**config.mk**
```make
export PLATFORM = sky130hd
export DESIGN_NAME = wb_timer
export DESIGN_NICKNAME = d
export VERILOG_FILES = /design/src/rtl/wb_timer.sv
export SDC_FILE = /design/constraint.sdc
export NUM_CORES = 1
export LEC_CHECK = 0
export BUFFER_PORTS_ARGS = -buffer_cell sky130_fd_sc_hd__buf_2
export CAP_MARGIN = 15
export CORE_ASPECT_RATIO = 1.25
export CORE_MARGIN = 5
export CORE_UTILIZATION = 35
export CTS_CLUSTER_DIAMETER = 40
export DETAILED_ROUTE_END_ITERATION = 6
export HOLD_SLACK_MARGIN = 0.15
export SYNTH_ARGS = -nofsm -noshare
export SYNTH_HDL_FRONTEND = slang
export SYNTH_SLANG_ARGS = --single-unit
```
**constraint.sdc**
```tcl
create_clock -name wb_clk_i -period 3.1 [get_ports wb_clk_i]
set_clock_uncertainty 0.2 [all_clocks]
set_input_delay 0.62 -clock wb_clk_i [delete_from_list [all_inputs] [get_ports wb_clk_i]]
set_output_delay 0.62 -clock wb_clk_i [all_outputs]
set_load 0.01 [all_outputs]
```
**src/rtl/wb_timer.sv**
```systemverilog
// Wishbone-attached 64-bit machine timer with prescaler, 64-bit compare,
// sticky pending flag and level interrupt.
module wb_timer #(
  parameter logic [15:0] PRESCALE_RESET = 16'h0000,
  parameter logic [1:0]  CTRL_RESET     = 2'b00
) (
  input  logic        wb_clk_i,
  input  logic        wb_rst_ni,
  input  logic [2:0]  wb_adr_i,
  input  logic [31:0] wb_dat_i,
  input  logic [3:0]  wb_sel_i,
  input  logic        wb_we_i,
  input  logic        wb_cyc_i,
  input  logic        wb_stb_i,
  input  logic [2:0]  wb_cti_i,
  input  logic [1:0]  wb_bte_i,
  output logic [31:0] wb_dat_o,
  output logic        wb_ack_o,
  output logic        wb_err_o,
  output logic        irq_o
);

  typedef enum logic [2:0] {
    ADR_MTIME_LO = 3'd0,
    ADR_MTIME_HI = 3'd1,
    ADR_CMP_LO   = 3'd2,
    ADR_CMP_HI   = 3'd3,
    ADR_CTRL     = 3'd4,
    ADR_PRESCALE = 3'd5,
    ADR_STATUS   = 3'd6,
    ADR_UNMAPPED = 3'd7
  } reg_adr_e;

  function automatic logic [31:0] byte_merge(input logic [31:0] cur,
                                             input logic [31:0] wdat,
                                             input logic [3:0]  sel);
    logic [31:0] res;
    res = cur;
    for (int b = 0; b < 4; b++)
      if (sel[b]) res[8*b +: 8] = wdat[8*b +: 8];
    return res;
  endfunction

  logic [63:0] mtime;
  logic [63:0] cmp;
  logic [31:0] shadow;
  logic [1:0]  ctrl;
  logic [15:0] prescale;
  logic [15:0] presc_cnt;
  logic        pend;
  logic [31:0] rdata;

  reg_adr_e adr;
  logic     req, rd, wr, tick, cmp_hit, pend_clr;
  logic     unused_ok;

  // Burst signalling is not supported; every access behaves as classic.
  assign unused_ok = ^{wb_cti_i, wb_bte_i};

  assign adr = reg_adr_e'(wb_adr_i);
  // A response issued last cycle blocks a new one, so a held strobe is
  // answered on alternate cycles.
  assign req      = wb_cyc_i & wb_stb_i & ~wb_ack_o & ~wb_err_o;
  assign rd       = req & ~wb_we_i;
  assign wr       = req &  wb_we_i;
  assign tick     = ctrl[0] & (presc_cnt == prescale);
  assign cmp_hit  = (mtime >= cmp);
  assign pend_clr = wr & (adr == ADR_STATUS) & wb_sel_i[0] & wb_dat_i[0];

  // NOTE: every signal assigned in always_comb gets a default first so that
  // no path leaves it unassigned and a latch is never inferred.
  always_comb begin
    rdata = '0;
    case (adr)
      ADR_MTIME_LO: rdata = mtime[31:0];
      ADR_MTIME_HI: rdata = shadow;
      ADR_CMP_LO:   rdata = cmp[31:0];
      ADR_CMP_HI:   rdata = cmp[63:32];
      ADR_CTRL:     rdata = {30'd0, ctrl};
      ADR_PRESCALE: rdata = {16'd0, prescale};
      ADR_STATUS:   rdata = {31'd0, pend};
      default:      rdata = '0;
    endcase
  end

  // NOTE: sequential state uses non-blocking assignments only, so every
  // right-hand side below sees the values from before this edge.
  always_ff @(posedge wb_clk_i) begin
    if (!wb_rst_ni) begin
      mtime     <= '0;
      cmp       <= '1;
      shadow    <= '0;
      ctrl      <= CTRL_RESET;
      prescale  <= PRESCALE_RESET;
      presc_cnt <= '0;
      pend      <= 1'b0;
      wb_ack_o  <= 1'b0;
      wb_err_o  <= 1'b0;
      wb_dat_o  <= '0;
      irq_o     <= 1'b0;
    end else begin
      wb_ack_o <= req & (adr != ADR_UNMAPPED);
      wb_err_o <= req & (adr == ADR_UNMAPPED);
      wb_dat_o <= rd ? rdata : '0;

      if (rd && adr == ADR_MTIME_LO) shadow <= mtime[63:32];

      // A bus write to either half suppresses the tick for the whole counter.
      if (wr && adr == ADR_MTIME_LO)
        mtime[31:0] <= byte_merge(mtime[31:0], wb_dat_i, wb_sel_i);
      else if (wr && adr == ADR_MTIME_HI)
        mtime[63:32] <= byte_merge(mtime[63:32], wb_dat_i, wb_sel_i);
      else if (tick)
        mtime <= mtime + 64'd1;

      if (wr && adr == ADR_CMP_LO) cmp[31:0]  <= byte_merge(cmp[31:0], wb_dat_i, wb_sel_i);
      if (wr && adr == ADR_CMP_HI) cmp[63:32] <= byte_merge(cmp[63:32], wb_dat_i, wb_sel_i);

      if (wr && adr == ADR_CTRL && wb_sel_i[0]) ctrl <= wb_dat_i[1:0];

      if (wr && adr == ADR_PRESCALE) begin
        if (wb_sel_i[0]) prescale[7:0]  <= wb_dat_i[7:0];
        if (wb_sel_i[1]) prescale[15:8] <= wb_dat_i[15:8];
        presc_cnt <= '0;
      end else if (tick) begin
        presc_cnt <= '0;
      end else if (ctrl[0]) begin
        presc_cnt <= presc_cnt + 16'd1;
      end

      pend  <= cmp_hit | (pend & ~pend_clr);
      irq_o <= pend & ctrl[1];
    end
  end

endmodule

```
== Word level (Yosys, flattened, before mapping) ==
Cells that the tools add are included.

* Magnitude comparators: 1
* Eq/ne operators: 18
* Add/sub/neg operators: 2
* Reductions and logical operators: 31
* Muxes and demuxes: 9
* Bitwise operators: 20

{| class="wikitable"
|+ Operator list
! kind !! number
|-
| 32-bit case mux with 7 select lines || 1
|-
| 32-bit two-way mux || 3
|-
| 64-bit by 1-bit adder with 64-bit output (second input constant) || 1
|-
| 64-bit >= comparator || 1
|-
| 64-bit two-way mux || 1
|-
| 8-bit two-way mux || 4
|-
| 3-bit AND reduction || 8
|-
| 2-bit AND reduction || 11
|-
| 2-bit != test (second input constant) || 9
|-
| 16-bit by 1-bit adder with 16-bit output (second input constant) || 1
|-
| 16-bit equality test || 1
|-
| 1-bit AND || 13
|-
| 3-bit equality test (second input constant) || 4
|-
| 1-bit logical AND || 8
|-
| 3-bit by 2-bit equality test with 1-bit output (second input constant) || 2
|-
| 1-bit inverter || 6
|-
| 2-bit nonzero test || 2
|-
| 3-bit by 1-bit equality test with 1-bit output (second input constant) || 1
|-
| 3-bit logical NOT || 1
|-
| 3-bit != test (second input constant) || 1
|-
| 3-bit OR reduction || 1
|-
| 1-bit bitwise OR || 1
|}

* Logic and storage cells: 107
* Input port bits: 49
* Register bits: 230

== Logic depth before layout (Yosys ltp) ==
* Word-level depth: 10
* Gate-level depth with buffers: 10
* Depth with buffers taken out: 8

== Worst setup path before layout ==
Ideal clock, no wire load.

* Path kind: input -> register
* From: input port wb_adr_i[1]
* To: register mtime[61]
* Path slack: 352 ps
* Cell stages on the path: 8
* Data required time: 2,783 ps
* Arrival: 2,431 ps
* Path through: clkbuf_1 > nor3b_2 > and3_1 > clkbuf_1 > nand2_1 > o21ai_1 > o21ai_0 > a32o_1

* Cells in the longest elaborated chain, start to end: 4

{| class="wikitable"
|+ Ends and longest elaborated chain
! element !! line !! source
|-
| start, declared || 9 || <nowiki>input logic [2:0] wb_adr_i,</nowiki>
|-
| 3-bit by 1-bit equality test with 1-bit output / 3-bit logical NOT (equally long branches) || 111, 109 ||
|-
| 1-bit logical AND (on tied branches) || 111, 109 ||
|-
| 2-bit != test (no line), or another cell as far along || n/a ||
|-
| 3-bit AND reduction (no line) || n/a ||
|-
| end signal, assigned || 112 || <nowiki>mtime[63:32] <= byte_merge(mtime[63:32], wb_dat_i, wb_sel_i);</nowiki>
|-
| end signal, assigned || 114 || <nowiki>mtime <= mtime + 64'd1;</nowiki>
|-
| end, declared || 44 || <nowiki>logic [63:0] mtime;</nowiki>
|}

Parallel ways exist; a longest one is shown, timed or not.
A chain may end at the register's enable or synchronous reset.

== Worst setup path in the final report ==
* From: register mtime[15]
* To: register mtime[55]

* Cells in the longest elaborated chain, start to end: 3

{| class="wikitable"
|+ Ends and longest elaborated chain
! element !! line !! source
|-
| start signal, assigned || 110 || <nowiki>mtime[31:0] <= byte_merge(mtime[31:0], wb_dat_i, wb_sel_i);</nowiki>
|-
| start signal, assigned || 114 ||
|-
| 64-bit by 1-bit adder with 64-bit output || 114 ||
|-
| 64-bit two-way mux || 113 || <nowiki>else if (tick)</nowiki>
|-
| 32-bit two-way mux || 111 || <nowiki>else if (wr && adr == ADR_MTIME_HI)</nowiki>
|}

No other way between the ends. The select of a mux whose other input is x is not followed.

==> flow_summary.json <==
{
  "hp-start": "wb_dat_i[16]",
  "yosysSeqAreaShare": 0.362,
  "fp.dieArea_um2": 40200,
  "post-place-cells": 2175,
  "reg2reg_depth": 6,
  "syn_area_um2": 12700,
  "crit_chain": "and4_1 -> nand3_1 -> or4_4 -> nor4_1 -> a2bb2oi_1 -> o22ai_1",
  "setup_viol": 0,
  "p_leak_nw": 6.53,
  "final_cells": 2251,
  "grt_first_pass_wirelength_um": 73000,
  "fin_setup_tns_ns": 0,
  "synth_cell_types": 73,
  "synthTopCellsByArea": "dfxtp_1, nand2_1, ha_1",
  "path_clk_slew_ns": 0.05,
  "drv_cap": 0,
  "routed_via_density": 5.72,
  "busiest_layer": "met2",
  "async_flop_share": 0,
  "setup_slack_ns": 0.240,
  "rr_startpoint": "mtime[15]",
  "dp_hpwl_um": 34300,
  "fill_cells": 3588,
  "period_share": 0.923,
  "area_growth_pct": 22.5,
  "path_depth": 6,
  "ctsResizeCount": 0,
  "maxSlewHeadroom": 0.409,
  "grt_pass1_vias": 12700,
  "synth_top_area_cell": "dfxtp_1",
  "gr-usage-all-layers": 0.226,
  "cts_root_buffer": "clkbuf_16",
  "ir_worst_vdd_mv": 0.327,
  "core_area_um2": 36100,
  "max_freq_ghz": 0.350,
  "critPathArrivalTime_ns": 3.07,
  "slowest_delay_ns": 0.71,
  "path_delay_family": "simple AND/OR/NAND/NOR gates",
  "finalWeightedCongestion": 0.965,
  "syn_inst": 1615,
  "drive_gt1_frac": 0.167,
  "numClockSinks": 230,
  "drv_slew": 0,
  "grt-ovfl-total": 0,
  "critPathLaunchType": "flop",
  "antenna_found_initial": 1,
  "clk-insertion-delay-late_ns": 0.53,
  "io_buffers": 78,
  "grt_use_met2": 0.385,
  "syn-num-nets": 1730,
  "cts_htree_levels": 2,
  "cts_buffers": 42,
  "vias": 12900,
  "drtAntennaViolNets": 0,
  "final_common_cell": "nand2_1",
  "routedWlPerCell_um": 21.0,
  "tightest_slew_ns": 0.887,
  "hold_violations": 0,
  "hold_path.class": "in2reg",
  "rows": 78,
  "crit_buf_inv": 0,
  "synth_top_area_frac": 0.362,
  "crit_slowest_cell": "or4_4",
  "rsz0062_at_grt": "false",
  "outcome": "completed",
  "ys_ff_latch": 230,
  "final_cell_mix": "nand2_1, dfxtp_1, a21oi_1",
  "cts_setup_buffers": 0,
  "grtUsageMet1": 0.275,
  "syn_avg_cell_area_um2": 7.87,
  "use_met3": 0.0408,
  "pwr_density_cell_nw_per_um2": 514,
  "start_util": 0.352,
  "criticalPathCategory": "reg2reg",
  "diodes": 0,
  "die_x_um": 180,
  "cp-end-kind": "flop",
  "routed_wl_um": 47200,
  "synth-edff-count": 0,
  "fin_nets": 1854,
  "ys.flop_type": "dfxtp_1",
  "crit_fanout": 8,
  "worstHoldPathCells": 3,
  "die_h_um": 223,
  "required_ns": 3.31,
  "drcViolationCount": 0,
  "num_io_pins": 84,
  "grt_start_max_net_pins": 71,
  "first_pass_iters": 6,
  "cts_hold_buf": 0,
  "yosys_warnings": 0,
  "cts_tree": "done",
  "clockBufferDepth": 3,
  "cp-startpoint": "mtime[15]",
  "fin_crit_ns": 2.86,
  "dp_slack_ns": 0.290,
  "initialDrtViolationCount": 1199
}
[flip-flops by register name, summed over array words and instances (netlist names)]
signal	flops
cmp	64
mtime	64
shadow	32
wb_dat_o	32
presc_cnt	16
prescale	16
ctrl	2
irq_o	1
pend	1
wb_ack_o	1
wb_err_o	1
[kinds of logic after synthesis]
kind of cell / share of synthesized area
AO/OA/AOI/OAI: 0.236
XOR/XNOR: 0.0214
adder cells (fa/ha/maj): 0.0650
buffers and inverters: 0.0538
flip-flops: 0.362
multiplexers: 0.0359
AND/OR/NAND/NOR: 0.226
[path summary, 6_finish.rpt]
kind / slack, ns / to
setup reg to reg: 0.24 / mtime[55]
hold / removal: 0.21 / cmp[16]
setup / recovery: 0.24 / mtime[55]
hold reg to reg: 0.25 / shadow[7]
[power by group]
part           switching [mW]  internal, mW
clock                    1.68          2.97
sequential            0.00649          2.97
combinational           0.252         0.112
[worst register-to-register path: stages, from the launching register on]
cell and delay (ns):
dfxtp_1 0.62, and4_1 0.32, nand3_1 0.25, or4_4 0.71, nor4_1 0.37, a2bb2oi_1 0.20, o22ai_1 0.09
[metal layers]
metal  wire [µm]  part of all wire  up-vias
met5          10           0.00021        -
met4        2380             0.050        2
met3        3210             0.068      134
met2       22300              0.47      524
met1       19300              0.41     6111
li1            -                 -     6103
[per-stage QoR]
step	hold slack (ns)	total power, mW	utilization	area, µm²
after floorplan	0.233	3.22	-	12700
after global placement	0.244	3.40	0.392	14100
after detailed placement	0.247	3.40	0.392	14100
after CTS	0.191	8.05	0.431	15600
after global routing	0.217	8.21	0.431	15600
final	0.207	8.00	0.431	15600
[synthesized netlist by cell type (34+ instances only)]
cell type	number
nand3_1	55
nor2_1	115
inv_1	76
o21ai_0	61
ha_1	66
a21oi_1	155
a22oi_1	36
clkbuf_1	85
nand4_1	34
dfxtp_1	230
nand2_1	284
o211ai_1	74
[final cells by class]
cell class / instances / area (µm²) / share of cell area
repair buffers: 182 / 1220 / 0.0786
clock inverters: 30 / 333 / 0.0214
multi-input cells: 1207 / 7430 / 0.477
inverters: 76 / 285 / 0.0183
clock buffers: 46 / 1090 / 0.0698
well taps: 480 / 601 / 0.0386
flip-flops and latches: 230 / 4600 / 0.296
Note: power is estimated with default switching activity, not from simulation.
